==> src/rtl/uart_pkg.sv <==
// Shared constants, state encoding and divider helper for the UART word scheduler.
package uart_pkg;

  localparam int FRAME_BITS     = 10;  // start + 8 data + stop
  localparam int BYTES_PER_WORD = 4;
  localparam int DATA_BITS      = 8;
  localparam int WORD_W         = BYTES_PER_WORD * DATA_BITS;

  typedef enum logic [1:0] {
    IDLE,
    START,
    DATA,
    STOP
  } state_e;

  // Clock cycles per serial bit (integer division).
  function automatic int calc_div(input int clk_hz, input int baud);
    return clk_hz / baud;
  endfunction

endpackage

==> src/rtl/uart_byte_tx.sv <==
// Single-byte 8N1 transmitter: baud counter plus 10-bit frame shifter.
// A load in the last STOP cycle chains the next byte with no idle gap.
module uart_byte_tx
  import uart_pkg::*;
#(
  parameter int DIV = 16
) (
  input  logic                 clk,
  input  logic                 rst,
  input  logic                 load,
  input  logic [DATA_BITS-1:0] byte_in,
  output logic                 busy,
  output logic                 byte_done,
  output logic                 tx
);

  localparam int                 CNT_W    = (DIV > 1) ? $clog2(DIV) : 1;
  localparam logic [CNT_W-1:0]   CNT_LAST = CNT_W'(DIV - 1);
  localparam int                 BIT_W    = $clog2(DATA_BITS);
  localparam logic [BIT_W-1:0]   BIT_LAST = BIT_W'(DATA_BITS - 1);

  state_e                  state_q, state_d;
  logic [CNT_W-1:0]        baud_q, baud_d;
  logic [BIT_W-1:0]        bit_idx_q, bit_idx_d;
  logic [FRAME_BITS-1:0]   frame_q, frame_d;
  logic                    bit_end;

  assign bit_end = (baud_q == CNT_LAST);

  // Next-state logic: advance one frame bit every DIV cycles.
  always_comb begin
    // NOTE: every signal written here gets a default first, so no latch is inferred.
    state_d   = state_q;
    baud_d    = baud_q;
    bit_idx_d = bit_idx_q;
    frame_d   = frame_q;
    byte_done = 1'b0;

    if (state_q != IDLE) baud_d = bit_end ? '0 : baud_q + 1'b1;

    case (state_q)
      IDLE: begin
        if (load) begin
          frame_d = {1'b1, byte_in, 1'b0};
          state_d = START;
        end
      end
      START: begin
        if (bit_end) begin
          frame_d   = {1'b1, frame_q[FRAME_BITS-1:1]};
          bit_idx_d = '0;
          state_d   = DATA;
        end
      end
      DATA: begin
        if (bit_end) begin
          frame_d = {1'b1, frame_q[FRAME_BITS-1:1]};
          if (bit_idx_q == BIT_LAST) state_d = STOP;
          else bit_idx_d = bit_idx_q + 1'b1;
        end
      end
      STOP: begin
        if (bit_end) begin
          byte_done = 1'b1;
          if (load) begin
            frame_d = {1'b1, byte_in, 1'b0};
            state_d = START;
          end else begin
            state_d = IDLE;
          end
        end
      end
      default: state_d = IDLE;
    endcase
  end

  // State register with synchronous active-high reset.
  always_ff @(posedge clk) begin
    // NOTE: sequential state is updated only with non-blocking assignments.
    if (rst) begin
      state_q   <= IDLE;
      baud_q    <= '0;
      bit_idx_q <= '0;
      frame_q   <= '1;
    end else begin
      state_q   <= state_d;
      baud_q    <= baud_d;
      bit_idx_q <= bit_idx_d;
      frame_q   <= frame_d;
    end
  end

  assign busy = (state_q != IDLE);
  assign tx   = (state_q == IDLE) ? 1'b1 : frame_q[0];

endmodule

==> src/rtl/uart_tx_sched.sv <==
// Round-robin scheduler sharing one UART tx line between NREQ word producers.
// Each granted 32-bit word goes out as 4 back-to-back 8N1 bytes, LSB byte first.
module uart_tx_sched
  import uart_pkg::*;
#(
  parameter int CLK_HZ = 10_000_000,
  parameter int BAUD   = 9600,
  parameter int NREQ   = 4
) (
  input  logic                   clk,
  input  logic                   rst,
  input  logic [NREQ-1:0]        req,
  input  logic [NREQ*WORD_W-1:0] data,
  output logic [NREQ-1:0]        gnt,
  output logic [NREQ-1:0]        done,
  output logic                   busy,
  output logic                   tx
);

  localparam int                DIV       = calc_div(CLK_HZ, BAUD);
  localparam int                PW        = $clog2(NREQ);
  localparam int                BIDX_W    = $clog2(BYTES_PER_WORD);
  localparam logic [BIDX_W-1:0] BYTE_LAST = BIDX_W'(BYTES_PER_WORD - 1);

  if (DIV < 2) begin : g_div_chk
    $error("uart_tx_sched: CLK_HZ/BAUD must be at least 2");
  end
  if (NREQ < 2 || NREQ > 8) begin : g_nreq_chk
    $error("uart_tx_sched: NREQ must be in 2..8");
  end

  logic [PW-1:0]     ptr_q, ptr_d;
  logic [PW-1:0]     owner_q, owner_d;
  logic [WORD_W-1:0] word_q, word_d;
  logic [BIDX_W-1:0] byte_idx_q, byte_idx_d;
  logic              busy_q, busy_d;
  logic [NREQ-1:0]   gnt_q, gnt_d;
  logic [NREQ-1:0]   done_q, done_d;

  logic              found;
  logic [PW-1:0]     win;
  logic [PW:0]       cand;
  logic [PW:0]       nxt;
  logic              load;
  logic [DATA_BITS-1:0] byte_in;
  logic              byte_busy;
  logic              byte_done;

  logic [WORD_W-1:0] words [NREQ];
  for (genvar i = 0; i < NREQ; i++) begin : g_words
    assign words[i] = data[i*WORD_W +: WORD_W];
  end

  // Arbiter: first requester with req high, scanning upward from ptr, wrapping.
  always_comb begin
    found = 1'b0;
    win   = '0;
    cand  = '0;
    for (int k = 0; k < NREQ; k++) begin
      cand = {1'b0, ptr_q} + (PW+1)'(k);
      if (cand >= (PW+1)'(NREQ)) cand = cand - (PW+1)'(NREQ);
      if (!found && req[cand[PW-1:0]]) begin
        found = 1'b1;
        win   = cand[PW-1:0];
      end
    end
    nxt = {1'b0, win} + 1'b1;
  end

  // Word sequencing: grant from idle, chain bytes, pulse done after the last stop bit.
  always_comb begin
    ptr_d      = ptr_q;
    owner_d    = owner_q;
    word_d     = word_q;
    byte_idx_d = byte_idx_q;
    busy_d     = busy_q;
    gnt_d      = '0;
    done_d     = '0;
    load       = 1'b0;
    byte_in    = word_q[2*DATA_BITS-1:DATA_BITS];

    if (!busy_q && !byte_busy) begin
      if (found) begin
        load       = 1'b1;
        byte_in    = words[win][DATA_BITS-1:0];
        word_d     = words[win];
        gnt_d[win] = 1'b1;
        busy_d     = 1'b1;
        ptr_d      = (nxt == (PW+1)'(NREQ)) ? '0 : nxt[PW-1:0];
        byte_idx_d = '0;
        owner_d    = win;
      end
    end else if (byte_done) begin
      if (byte_idx_q != BYTE_LAST) begin
        load       = 1'b1;
        byte_idx_d = byte_idx_q + 1'b1;
        word_d     = word_q >> DATA_BITS;
      end else begin
        busy_d          = 1'b0;
        done_d[owner_q] = 1'b1;
      end
    end
  end

  // Scheduler registers; a reset mid-word drops the word and forgets the owner.
  always_ff @(posedge clk) begin
    if (rst) begin
      ptr_q      <= '0;
      owner_q    <= '0;
      word_q     <= '0;
      byte_idx_q <= '0;
      busy_q     <= 1'b0;
      gnt_q      <= '0;
      done_q     <= '0;
    end else begin
      ptr_q      <= ptr_d;
      owner_q    <= owner_d;
      word_q     <= word_d;
      byte_idx_q <= byte_idx_d;
      busy_q     <= busy_d;
      gnt_q      <= gnt_d;
      done_q     <= done_d;
    end
  end

  uart_byte_tx #(
    .DIV(DIV)
  ) u_byte_tx (
    .clk      (clk),
    .rst      (rst),
    .load     (load),
    .byte_in  (byte_in),
    .busy     (byte_busy),
    .byte_done(byte_done),
    .tx       (tx)
  );

  assign gnt  = gnt_q;
  assign done = done_q;
  assign busy = busy_q;

endmodule
==> config.mk <==
export PLATFORM = sky130hd
export DESIGN_NAME = uart_tx_sched
export DESIGN_NICKNAME = d
export VERILOG_FILES = /design/src/rtl/uart_pkg.sv /design/src/rtl/uart_byte_tx.sv /design/src/rtl/uart_tx_sched.sv
export SDC_FILE = /design/constraint.sdc
export NUM_CORES = 1
export LEC_CHECK = 0
export ABC_AREA = 0
export CAP_MARGIN = 25
export CORE_ASPECT_RATIO = 0.9
export CORE_MARGIN = 2
export CORE_UTILIZATION = 46
export DETAILED_ROUTE_END_ITERATION = 16
export GPL_TIMING_DRIVEN = 0
export PLACE_DENSITY = 0.81
export SLEW_MARGIN = 0
export SYNTH_ARGS = -nofsm -noshare
export SYNTH_HDL_FRONTEND = slang
export SYNTH_SLANG_ARGS = --single-unit
==> constraint.sdc <==
create_clock -name clk -period 2.6 [get_ports clk]
set_clock_uncertainty 0.05 [all_clocks]
set_input_delay 0.39 -clock clk [delete_from_list [all_inputs] [get_ports clk]]
set_output_delay 0.39 -clock clk [all_outputs]
set_load 0.01 [all_outputs]
==> results of run 1 <==
-- through the flow --
stage	instances	util
detailed placement	739	0.645
floorplan	474	-
finish	754	0.666
global route	754	0.666
CTS	754	0.665
global placement	739	0.645
-- sequential cells by signal, indices dropped and copies added, names as in the netlist --
signal / cells
busy: 1
byte_idx_q: 2
done: 4
gnt: 4
owner_q: 2
ptr_q: 2
u_byte_tx.baud_q: 11
u_byte_tx.bit_idx_q: 3
u_byte_tx.frame_q: 9
u_byte_tx.state_q: 2
word_q: 24
-- timing repair --
item                                    4_1_cts  5_1_grt
resized for setup                             2       10
cloned                                        0        0
endpoints found under the setup margin        8       24
hold buffers                                  0        0
-- worst min-delay path: stages (launching register included) --
cell	delay, ns
dfxtp_1	0.31
nand2_1	0.05
nand3_1	0.06
-- final timing paths --
check | slack (ns) | to
setup / recovery | 0.06 | tx
hold reg to reg | 0.42 | u_byte_tx.frame_q[0]
setup reg to reg | 0.18 | u_byte_tx.state_q[1]
hold / removal | 0.42 | u_byte_tx.frame_q[0]
-- synth_stat cells (all sizes together), types with 2 or more instances --
cell type  instances  area (µm²)
dfxtp             64        1280
mux2i             42         420
nor2              28         121
nand2             27         101
o211ai            25         188
a21o              24         180
and3              22         143
buf               20         139
clkbuf            20        75.1
nand4             20         125
o221ai            17         149
a211oi            15         113
nand3             15        75.1
ha                13         163
nor2b             12        77.6
o21ai             12        60.1
a21oi             11        66.3
a221oi            10        93.8
inv                7        28.8
mux2               7        78.8
o41ai              6        52.6
xnor2              6        52.6
nor3               5        30.0
and2               4        25.0
nor4               4        46.3
or4                4        33.8
xor2               4        35.0
nand2b             3        18.8
or2                3        18.8
a2111oi            2        17.5
a211o              2        17.5
nand3b             2        15.0
nand4b             2        17.5
nor3b              2        15.0
-- logic make-up (layout without fill, tap and decap cells) --
logic type               after synthesis  in the layout  synth area share
buffers and inverters                 48            206            0.0596
adder cells (fa/ha/maj)               13             13            0.0385
multiplexers                          49             49             0.118
AND/OR/NAND/NOR                      157            157             0.217
flip-flops                            64             64             0.303
XOR/XNOR                              10             10            0.0207
AO/OA/AOI/OAI                        133            133             0.243
-- cell usage in the layout (no fill, tap or decap), drive strengths merged, types with 2 or more instances in the layout --
cell             n
clkdlybuf4s50  143
dfxtp           64
mux2i           42
clkbuf          32
nor2            28
nand2           27
o211ai          25
a21o            24
and3            22
nand4           20
buf             20
o221ai          17
nand3           15
a211oi          15
ha              13
nor2b           12
o21ai           12
a21oi           11
a221oi          10
inv              7
mux2             7
xnor2            6
o41ai            6
nor3             5
xor2             4
and2             4
or4              4
nor4             4
nand2b           3
or2              3
clkinv           3
nand3b           2
nand4b           2
a211o            2
a2111oi          2
nor3b            2
-- where the power goes --
| part | leakage, nW | internal, mW | switching (mW) | total, mW |
|---|---|---|---|---|
| registers | 0.524 | 1.30 | 0.238 | 1.53 |
| logic | 1.72 | 1.38 | 1.67 | 3.05 |
| clock network | 0.0882 | 0.390 | 0.383 | 0.773 |
| total | 2.34 | 3.07 | 2.29 | 5.36 |
-- cell type report --
class                   count  area (µm²)  area share
well taps                 122         153      0.0255
plain buffers              40         219      0.0365
clock buffers              12         155      0.0259
multi-input cells         362        2700       0.451
clock inverters             3        17.5     0.00292
repair buffers            143        1430       0.239
inverters                   8        37.5     0.00626
flip-flops and latches     64        1280       0.214
-- per-layer routing --
layer  track usage  share of wire  up-vias
li1              -              -     2122
met5             0              0        -
met4        0.0878          0.016        0
met1         0.344           0.44     2045
met2         0.452           0.48      200
met3        0.0407          0.069       24
==> run summary, run 1 <==
SYNTHESIS
--------------------------------------------------------------------------------------
Unique masters post-synth ...............................................           64
Synthesized instance count ..............................................          474
Async set-or-reset flop fraction in the synthesized netlist .............            0
Flip-flop cell with the highest count after synthesis ...................      dfxtp_1
Synthesized net count ...................................................          621
Post-synthesis register bit count .......................................           64
Synthesized area per cell ...............................................     8.91 µm²
Mapped cell area ........................................................     4220 µm²
EDFF count, synth .......................................................            0
Sequential share of the synthesized area ................................        0.303
Warnings from Yosys .....................................................            0

ROUTING
--------------------------------------------------------------------------------------
Via/cell ratio ..........................................................         5.82
Post-DRT Antenna Nets ...................................................            0
DRC violation total after the first TritonRoute iteration ...............          296
Iteration count of the initial detailed-routing pass ....................            5
Total via count in the routed design ....................................         4391
Routed wire length ......................................................     13400 µm
Average wire per cell in the routed design ..............................      17.8 µm
DRC Markers .............................................................            0

LAYOUT
--------------------------------------------------------------------------------------
Layout area overhead ....................................................        42.0%
Number of nets in the layout ............................................          775
Filler Cells Inserted ...................................................          786
Ant diodes ..............................................................            0
Post-route cell area ....................................................     6000 µm²
Share of cells above drive strength 1 ...................................       0.0981

WORST SETUP PATH
--------------------------------------------------------------------------------------
Largest stage delay, worst path .........................................      0.48 ns
Endpoint required time on the critical path .............................      2.16 ns
Critical R2R Launch ..................................................... u_byte_tx.state_q[0]
Crit. End Element ....................................................... primary output
Launch point of the worst path .......................................... u_byte_tx.state_q[0]
Largest delay share family, worst path .................................. buffers and inverters
Chain of cells forming the critical path ................................ inv_1 -> ha_1 -> clkbuf_2 -> or2_2 -> clkdlybuf4s50_1
Buffers & Inverters on Critical Path ....................................            3
Depth of the worst register-to-register path ............................            9
Startpoint kind of the worst setup timing path ..........................    flip-flop
Library cell contributing the largest single delay on the critical path . clkdlybuf4s50_1
Critical Path Fanout Max ................................................           10
Path length in cells of the critical path ...............................            5
Critical setup path kind ................................................   reg -> out
CP Data Arrival Time ....................................................      2.10 ns

CLOCK NETWORK
--------------------------------------------------------------------------------------
Clock latency of the later-clocked register in the worst-skew pair ......      0.35 ns
Setup bufs post-CTS .....................................................            0
TritonCTS clock tree ....................................................         done
Master cell of the clock root buffer ....................................     clkbuf_8
Number of H-tree branching levels .......................................            3
Number of CTS-inserted buffers ..........................................            9
Sinks on the clock net ..................................................           64
Clock-pin slew of the registers on the worst-case setup and hold paths ..      0.07 ns
Maximum clock insertion buffer count ....................................            2

STA
--------------------------------------------------------------------------------------
Minimum setup slack in the final design .................................    0.0610 ns
Crit path time final ....................................................      2.54 ns
Number of max-slew violations in the final report .......................            0
Final hold slack ........................................................     0.417 ns
Highest attainable clock frequency ......................................    0.394 GHz
Total of endpoints with negative setup slack in the final report ........            0
Tightest Pin Transition .................................................     0.639 ns
Aggregate negative setup slack ..........................................         0 ns
Unrepaired setup endpoints after global routing .........................        false
Share of the cycle needed by the critical path after routing ............        0.977
Number of hold-slack violations in the final timing report ..............            0
Headroom to the max-slew limit ..........................................        0.571

HOLD PATH
--------------------------------------------------------------------------------------
Type of the worst min-delay path ........................................   reg -> reg
Number of stages on the worst hold path .................................            2
Startpoint of the lowest-slack hold path ................................ u_byte_tx.frame_q[0]

PLACE
--------------------------------------------------------------------------------------
Pre-CTS worst setup slack ...............................................    -0.212 ns
Count of buffers from port buffering ....................................          143
DP HPWL .................................................................     10400 µm
Placer's final routability congestion estimate ..........................        0.952
Placed cell area ........................................................     5810 µm²

POWER AND IR DROP
--------------------------------------------------------------------------------------
Power Total .............................................................      5.36 mW
PwrDens .................................................................   894 nW/µm²
Max VDD drop ............................................................       442 µV
Leak pwr ................................................................      2.34 nW

OUTCOME
--------------------------------------------------------------------------------------
Status .................................................................. complete, no violations

GLOBAL ROUTING
--------------------------------------------------------------------------------------
Vias in the first global route ..........................................         4198
Global route overflow ...................................................            0
Wire length of the first global-routing pass ............................     21000 µm
Aggregate global-route resource usage ...................................        0.265
Pin count of the biggest net entering global routing ....................           12
Number of antenna violations at the first check in global routing .......            0

FLOORPLANNING
--------------------------------------------------------------------------------------
Site Rows ...............................................................           33
Floorplan die height ....................................................      94.9 µm
Floorplan Core Area .....................................................     9000 µm²
Area enclosed by the die boundary .......................................     9960 µm²
Initial Utilization .....................................................        0.469
Top-level I/O count .....................................................          144
Horizontal extent of the die ............................................       105 µm

RUN
--------------------------------------------------------------------------------------
Maxcap violations .......................................................            0

(Power assumes the default switching activity.)
==> run 2, diff against run 1 <==
--- a/config.mk
+++ b/config.mk
@@ -8,7 +8,7 @@
 export ABC_AREA = 0
 export CAP_MARGIN = 25
 export CORE_ASPECT_RATIO = 0.9
-export CORE_MARGIN = 2
+export CORE_MARGIN = 3
 export CORE_UTILIZATION = 46
 export DETAILED_ROUTE_END_ITERATION = 16
 export GPL_TIMING_DRIVEN = 0
==> run 2 against run 1 <==
  * Sequential cell count did not move
  * Die area grew 4.1%
  * Highest routed layer unchanged
  * Sequential share of layout area is 0.20 points lower
  * Worst setup slack better by 0.0029 ns
  * Maximum frequency is 0.11% higher
==> run summary, run 2 (same netlist as run 1, synthesis figures left out) <==
CLOCK NETWORK
--------------------------------------------------------------------------------------
Number of CTS-inserted buffers ..........................................            9
Post_cts resized ........................................................            2
Clock latency of the later-clocked register in the worst-skew pair ......      0.35 ns
TritonCTS clock tree ....................................................         done
Number of H-tree branching levels .......................................            3
Sinks on the clock net ..................................................           64
Setup bufs post-CTS .....................................................            0
Maximum clock insertion buffer count ....................................            2
Master cell of the clock root buffer ....................................     clkbuf_8
Clock-pin slew of the registers on the worst-case setup and hold paths ..      0.08 ns
Hold Buf Count CTS ......................................................            0

ROUTING
--------------------------------------------------------------------------------------
Post-DRT Antenna Nets ...................................................            0
Via/cell ratio ..........................................................         5.88
Total via count in the routed design ....................................         4425
DRC violation total after the first TritonRoute iteration ...............          289
DRC Markers .............................................................            0
Iteration count of the initial detailed-routing pass ....................            5
Average wire per cell in the routed design ..............................      18.7 µm
Routed wire length ......................................................     14100 µm

STA
--------------------------------------------------------------------------------------
Number of max-slew violations in the final report .......................            0
Number of hold-slack violations in the final timing report ..............            0
Tightest Pin Transition .................................................     0.647 ns
Minimum setup slack in the final design .................................    0.0639 ns
Aggregate negative setup slack ..........................................         0 ns
Unrepaired setup endpoints after global routing .........................        false
Highest attainable clock frequency ......................................    0.394 GHz
Headroom to the max-slew limit ..........................................        0.566
Share of the cycle needed by the critical path after routing ............        0.975
Total of endpoints with negative setup slack in the final report ........            0
Final hold slack ........................................................     0.417 ns
Crit path time final ....................................................      2.54 ns

GLOBAL ROUTING
--------------------------------------------------------------------------------------
Vias in the first global route ..........................................         4255
Wire length of the first global-routing pass ............................     22700 µm
Pin count of the biggest net entering global routing ....................           13
Aggregate global-route resource usage ...................................        0.270
Global route overflow ...................................................            0
Number of antenna violations at the first check in global routing .......            0

LAYOUT
--------------------------------------------------------------------------------------
Number of nets in the layout ............................................          775
Largest registers in the final layout ................................... word_q (24), u_byte_tx.baud_q (11), u_byte_tx.frame_q (9)
Layout area overhead ....................................................        43.5%
Ant diodes ..............................................................            0
Most common cell after layout, fill and taps aside ...................... clkdlybuf4s50_1
Most frequent cells in the layout ....................................... clkdlybuf4s50_1 (143), dfxtp_1 (63), mux2i_1 (42)
Post-route cell area ....................................................     6060 µm²
Filler Cells Inserted ...................................................          679
Multi-input gate area ...................................................     2710 µm²
Final core utilization ..................................................        0.691
Register ranked first by flip-flop count ................................       word_q
Number of flip-flops under the largest register name ....................           24
FF/Latch Area ...........................................................     1280 µm²
Share of cells above drive strength 1 ...................................        0.104

POWER AND IR DROP
--------------------------------------------------------------------------------------
Max VDD drop ............................................................       524 µV
Leak pwr ................................................................      2.37 nW
PwrDens .................................................................   927 nW/µm²

WORST SETUP PATH
--------------------------------------------------------------------------------------
CP Data Arrival Time ....................................................      2.10 ns
Largest delay share family, worst path .................................. buffers and inverters
Largest stage delay, worst path .........................................      0.48 ns
Critical setup path kind ................................................   reg -> out
Startpoint kind of the worst setup timing path ..........................    flip-flop
Chain of cells forming the critical path ................................ inv_1 -> ha_1 -> buf_2 -> or2_2 -> clkdlybuf4s50_1
Critical Path Fanout Max ................................................           10
Endpoint required time on the critical path .............................      2.16 ns
Library cell contributing the largest single delay on the critical path . clkdlybuf4s50_1
Buffers & Inverters on Critical Path ....................................            3
Crit. End Element ....................................................... primary output

PLACE
--------------------------------------------------------------------------------------
Placer's final routability congestion estimate ..........................        0.880
Count of buffers from port buffering ....................................          143
DP HPWL .................................................................     11100 µm
Placed cell area ........................................................     5800 µm²
Pre-CTS worst setup slack ...............................................    -0.299 ns

FLOORPLANNING
--------------------------------------------------------------------------------------
Area enclosed by the die boundary .......................................    10400 µm²
Initial Utilization .....................................................        0.481
Site Rows ...............................................................           32
Floorplan Core Area .....................................................     8770 µm²
Top-level I/O count .....................................................          144
Floorplan die height ....................................................      96.9 µm
Horizontal extent of the die ............................................       107 µm

OUTCOME
--------------------------------------------------------------------------------------
Status .................................................................. complete, no violations

RUN
--------------------------------------------------------------------------------------
Maxcap violations .......................................................            0

HOLD PATH
--------------------------------------------------------------------------------------
Type of the worst min-delay path ........................................   reg -> reg

run 2: cell count changes in the layout (fill, tap and decap cells not counted), sizes merged:
cell,before,now
clkbuf,32,29
buf,20,21
clkinvlp,1,0
inv,7,8
clkinv,3,4
bufinv,0,2
run 2: metrics by stage:
step                      instances  power (mW)
after detailed placement        736        4.53
after global routing            752        5.94
after global placement          736        4.45
final                           752        5.61
after CTS                       752        5.54
after floorplan                 474        3.61
run 2: layout make-up:
type,instances,share of cell area
flip-flops and latches,64,0.212
clock inverters,6,0.0151
repair buffers,143,0.236
multi-input cells,362,0.447
well taps,119,0.0246
clock buffers,10,0.0227
inverters,8,0.00619
plain buffers,40,0.0361
run 2: worst paths after layout:
path | start | to | slack [ns] | depth (start not counted)
hold / removal | u_byte_tx.frame_q[0] | u_byte_tx.frame_q[0] | 0.42 | 2
setup reg to reg | u_byte_tx.state_q[0] | u_byte_tx.state_q[1] | 0.19 | 9
setup / recovery | u_byte_tx.state_q[0] | tx | 0.06 | 5
hold reg to reg | u_byte_tx.frame_q[0] | u_byte_tx.frame_q[0] | 0.42 | 2
run 2: worst reg2reg max path, stage by stage (launching register included):
cell,delay (ns)
dfxtp_1,0.41
inv_1,0.10
ha_1,0.24
nor2b_1,0.14
clkbuf_1,0.22
nor3b_2,0.26
buf_2,0.25
a21oi_1,0.14
a21oi_1,0.31
mux2i_1,0.23
run 2: report_power, final:
part | internal, mW | total [mW] | switching, mW
Clock | 0.571 | 0.996 | 0.425
Sequential | 1.30 | 1.53 | 0.237
Combinational | 1.39 | 3.08 | 1.70
run 2: per-layer routing:
metal	up-vias	global-route usage	share of wire
li1	2134	-	-
met1	2070	0.377	0.45
met2	206	0.444	0.48
met3	15	0.0427	0.066
met4	0	0.0521	0.010
met5	-	0	0
==> run 3, diff against run 2 <==
--- a/config.mk
+++ b/config.mk
@@ -6,14 +6,16 @@
 export NUM_CORES = 1
 export LEC_CHECK = 0
 export ABC_AREA = 0
-export CAP_MARGIN = 25
+export CAP_MARGIN = 20
 export CORE_ASPECT_RATIO = 0.9
 export CORE_MARGIN = 3
-export CORE_UTILIZATION = 46
+export CORE_UTILIZATION = 47
 export DETAILED_ROUTE_END_ITERATION = 16
 export GPL_TIMING_DRIVEN = 0
-export PLACE_DENSITY = 0.81
+export PLACE_DENSITY = 0.82
+export REMOVE_ABC_BUFFERS = 1
 export SLEW_MARGIN = 0
 export SYNTH_ARGS = -nofsm -noshare
 export SYNTH_HDL_FRONTEND = slang
+export SYNTH_HIERARCHICAL = 1
 export SYNTH_SLANG_ARGS = --single-unit
==> run 3 against run 2 <==
  * Sequential power hardly changed
  * Final cell count is 2.5% higher
  * Die area is 1.0% lower
  * Maximum frequency is 0.51% lower
  * Synthesized area is 1.1% higher
  * Worst setup slack worse by 0.013 ns
  * Largest power group unchanged
  * Highest routed layer unchanged
==> run summary, run 3 <==
LAYOUT
--------------------------------------------------------------------------------------
Number of nets in the layout ............................................          794
Non-filler cells in the finished layout .................................          771
Layout area overhead ....................................................        46.3%
Register ranked first by flip-flop count ................................       word_q
Share of cells above drive strength 1 ...................................        0.137
Most frequent cells in the layout ....................................... clkdlybuf4s50_1 (138), dfxtp_1 (61), nor2_1 (48)
Number of flip-flops under the largest register name ....................           24
Filler Cells Inserted ...................................................          679
Most common cell after layout, fill and taps aside ...................... clkdlybuf4s50_1
Largest registers in the final layout ................................... word_q (24), u_byte_tx/baud_q (11), u_byte_tx/frame_q (9)
Ant diodes ..............................................................            0

WORST SETUP PATH
--------------------------------------------------------------------------------------
Library cell contributing the largest single delay on the critical path .      nor4b_4
Chain of cells forming the critical path ................................ nor4b_4 -> and3_4 -> and2_4 -> o21ai_4 -> o2bb2ai_4 -> buf_8 -> o22ai_1 -> a2111o_1 -> and3_1
Startpoint kind of the worst setup timing path ..........................    flip-flop
Largest stage delay, worst path .........................................      0.43 ns
CP Data Arrival Time ....................................................      2.73 ns
Crit. End Element .......................................................    flip-flop
Critical setup path kind ................................................   reg -> reg
Endpoint required time on the critical path .............................      2.78 ns
Critical Path Fanout Max ................................................           14

STA
--------------------------------------------------------------------------------------
Total of endpoints with negative setup slack in the final report ........            0
Headroom to the max-slew limit ..........................................        0.303
Highest attainable clock frequency ......................................    0.392 GHz
Number of max-slew violations in the final report .......................            0
Tightest Pin Transition .................................................      1.05 ns
Crit path time final ....................................................      2.55 ns
Number of hold-slack violations in the final timing report ..............            0
Share of the cycle needed by the critical path after routing ............        0.980

SYNTHESIS
--------------------------------------------------------------------------------------
Async set-or-reset flop fraction in the synthesized netlist .............            0
Sequential share of the synthesized area ................................        0.300
Post-synthesis register bit count .......................................           64
Synthesized instance count ..............................................          504
Post-synth top area cell ................................................      dfxtp_1
Mapped cell area ........................................................     4270 µm²
Main area contributors after synthesis .................................. dfxtp_1 (30%), mux2i_1 (8.0%), nor2_1 (4.4%)
Most frequent cells after synthesis ..................................... dfxtp_1 (64), nor2_1 (50), nand2_1 (40), mux2i_1 (34), o21ai_0 (27)
Most common cell in the synthesized netlist .............................      dfxtp_1
Unique masters post-synth ...............................................           59
EDFF count, synth .......................................................            0
Flip-flop cell with the highest count after synthesis ...................      dfxtp_1
Warnings from Yosys .....................................................            6
Synthesized area per cell ...............................................     8.47 µm²
Area share of the largest cell type after synthesis .....................        0.300

ROUTING
--------------------------------------------------------------------------------------
Average wire per cell in the routed design ..............................      19.0 µm
Iteration count of the initial detailed-routing pass ....................            6
Total via count in the routed design ....................................         4677
Via/cell ratio ..........................................................         6.07
Post-DRT Antenna Nets ...................................................            0
DRC violation total after the first TritonRoute iteration ...............          500
DRC Markers .............................................................            0
Routed wire length ......................................................     14600 µm

POWER AND IR DROP
--------------------------------------------------------------------------------------
Power Total .............................................................      5.89 mW
PwrDens .................................................................   944 nW/µm²
Switching power .........................................................      2.53 mW
Pint ....................................................................      3.36 mW
Part of the total power dissipated in the clock network .................        0.168
Leak pwr ................................................................      2.45 nW
Power share of the sequential group .....................................        0.264
Combinational group share of total power ................................        0.568
Switching fraction of total power .......................................        0.430
Max VDD drop ............................................................       416 µV

CLOCK NETWORK
--------------------------------------------------------------------------------------
Clock latency of the later-clocked register in the worst-skew pair ......      0.35 ns
TritonCTS clock tree ....................................................         done
Clock-pin slew of the registers on the worst-case setup and hold paths ..      0.08 ns
Sinks on the clock net ..................................................           64
Number of H-tree branching levels .......................................            3
Number of CTS-inserted buffers ..........................................            9
Hold Buf Count CTS ......................................................            0
Master cell of the clock root buffer ....................................     clkbuf_8
Maximum clock insertion buffer count ....................................            2

HOLD PATH
--------------------------------------------------------------------------------------
Type of the worst min-delay path ........................................   reg -> reg

GLOBAL ROUTING
--------------------------------------------------------------------------------------
Wire length of the first global-routing pass ............................     22400 µm
Number of antenna violations at the first check in global routing .......            0
Global route overflow ...................................................            0
Vias in the first global route ..........................................         4554
Pin count of the biggest net entering global routing ....................           51
Aggregate global-route resource usage ...................................        0.275

OUTCOME
--------------------------------------------------------------------------------------
Status .................................................................. complete, no violations

PLACE
--------------------------------------------------------------------------------------
Placer's final routability congestion estimate ..........................        0.880
Number of instances in the placed design ................................          732
Count of buffers from port buffering ....................................          143
DP HPWL .................................................................      9900 µm

RUN
--------------------------------------------------------------------------------------
Maxcap violations .......................................................            0

FLOORPLANNING
--------------------------------------------------------------------------------------
Area enclosed by the die boundary .......................................    10300 µm²
Top-level I/O count .....................................................          144
Floorplan Core Area .....................................................     8690 µm²
Site Rows ...............................................................           32
Initial Utilization .....................................................        0.491
Floorplan die height ....................................................      96.4 µm
Horizontal extent of the die ............................................       106 µm

run 3: layout make-up:
class	count	area [µm²]	area share
clock buffer	10	138	0.0221
timing repair buffer	165	1620	0.259
tap	119	149	0.0239
inverter	10	41.3	0.00662
clock inverter	6	92.6	0.0148
multi-input combinational	397	2910	0.467
sequential	64	1290	0.207
run 3: through the flow:
stage	utilization	setup TNS, ns	hold WS [ns]	worst slack [ns]	instance area, µm²
floorplan	-	-13.40	0.380	-0.659	4080
global placement	0.651	-60.55	0.390	-1.83	5660
detailed placement	0.653	-32.28	0.402	-1.06	5680
CTS	0.701	0	0.422	0.00496	6090
global route	0.718	-0.0225	0.455	-0.00932	6240
finish	0.718	0	0.429	0.0508	6240
run 3: worst paths after layout:
| check | start | to | slack (ns) | cells past startpoint |
|---|---|---|---|---|
| setup / recovery | u_byte_tx/baud_q[8] | u_byte_tx/state_q[0] | 0.05 | 9 |
| hold / removal | u_byte_tx/bit_idx_q[1] | u_byte_tx/bit_idx_q[1] | 0.43 | 2 |
| setup reg to reg | u_byte_tx/baud_q[8] | u_byte_tx/state_q[0] | 0.05 | 9 |
| hold reg to reg | u_byte_tx/bit_idx_q[1] | u_byte_tx/bit_idx_q[1] | 0.43 | 2 |
run 3: kinds of logic after synthesis:
family,Yosys count,share of synthesized area
compound gates,159,0.279
xor+xnor,10,0.0205
fa+ha+maj,13,0.0381
buf+inv,45,0.0525
flops,64,0.300
mux,35,0.0824
simple gates,178,0.227
run 3: metal layers:
metal / up-vias / GRT usage / share of wire
met5: - / 0 / 0
met4: 0 / 0.0937 / 0.027
met3: 51 / 0.0811 / 0.11
met2: 313 / 0.494 / 0.48
met1: 2134 / 0.317 / 0.38
li1: 2179 / - / -
run 3: what timing repair did:
item	in CTS	in global routing
resized for setup	20	21
endpoints found under the hold margin	0	0
gates cloned	2	0
setup buffers	10	11
pin swaps	5	8
setup endpoints to repair	43	36
run 3: power by group through the flow:
| stage | registers [mW] | clock network (mW) | logic [mW] |
|---|---|---|---|
| 6_report | 1.56 | 0.988 | 3.35 |
| 5_1_grt | 1.58 | 1.04 | 3.60 |
| 4_1_cts | 1.53 | 0.993 | 3.10 |
| 3_5_place_dp | 1.54 | 0 | 2.89 |
| 3_3_place_gp | 1.52 | 0 | 2.75 |
| 2_1_floorplan | 1.47 | 0 | 2.03 |
run 3: critical path: cells and delay by family, from the launching register on:
kind                   cells  cell delay [ns]
and+or+nand+nor            4             1.05
AOI/OAI and AO/OA          4             0.79
buffers and inverters      1             0.17
DFF                        1             0.37
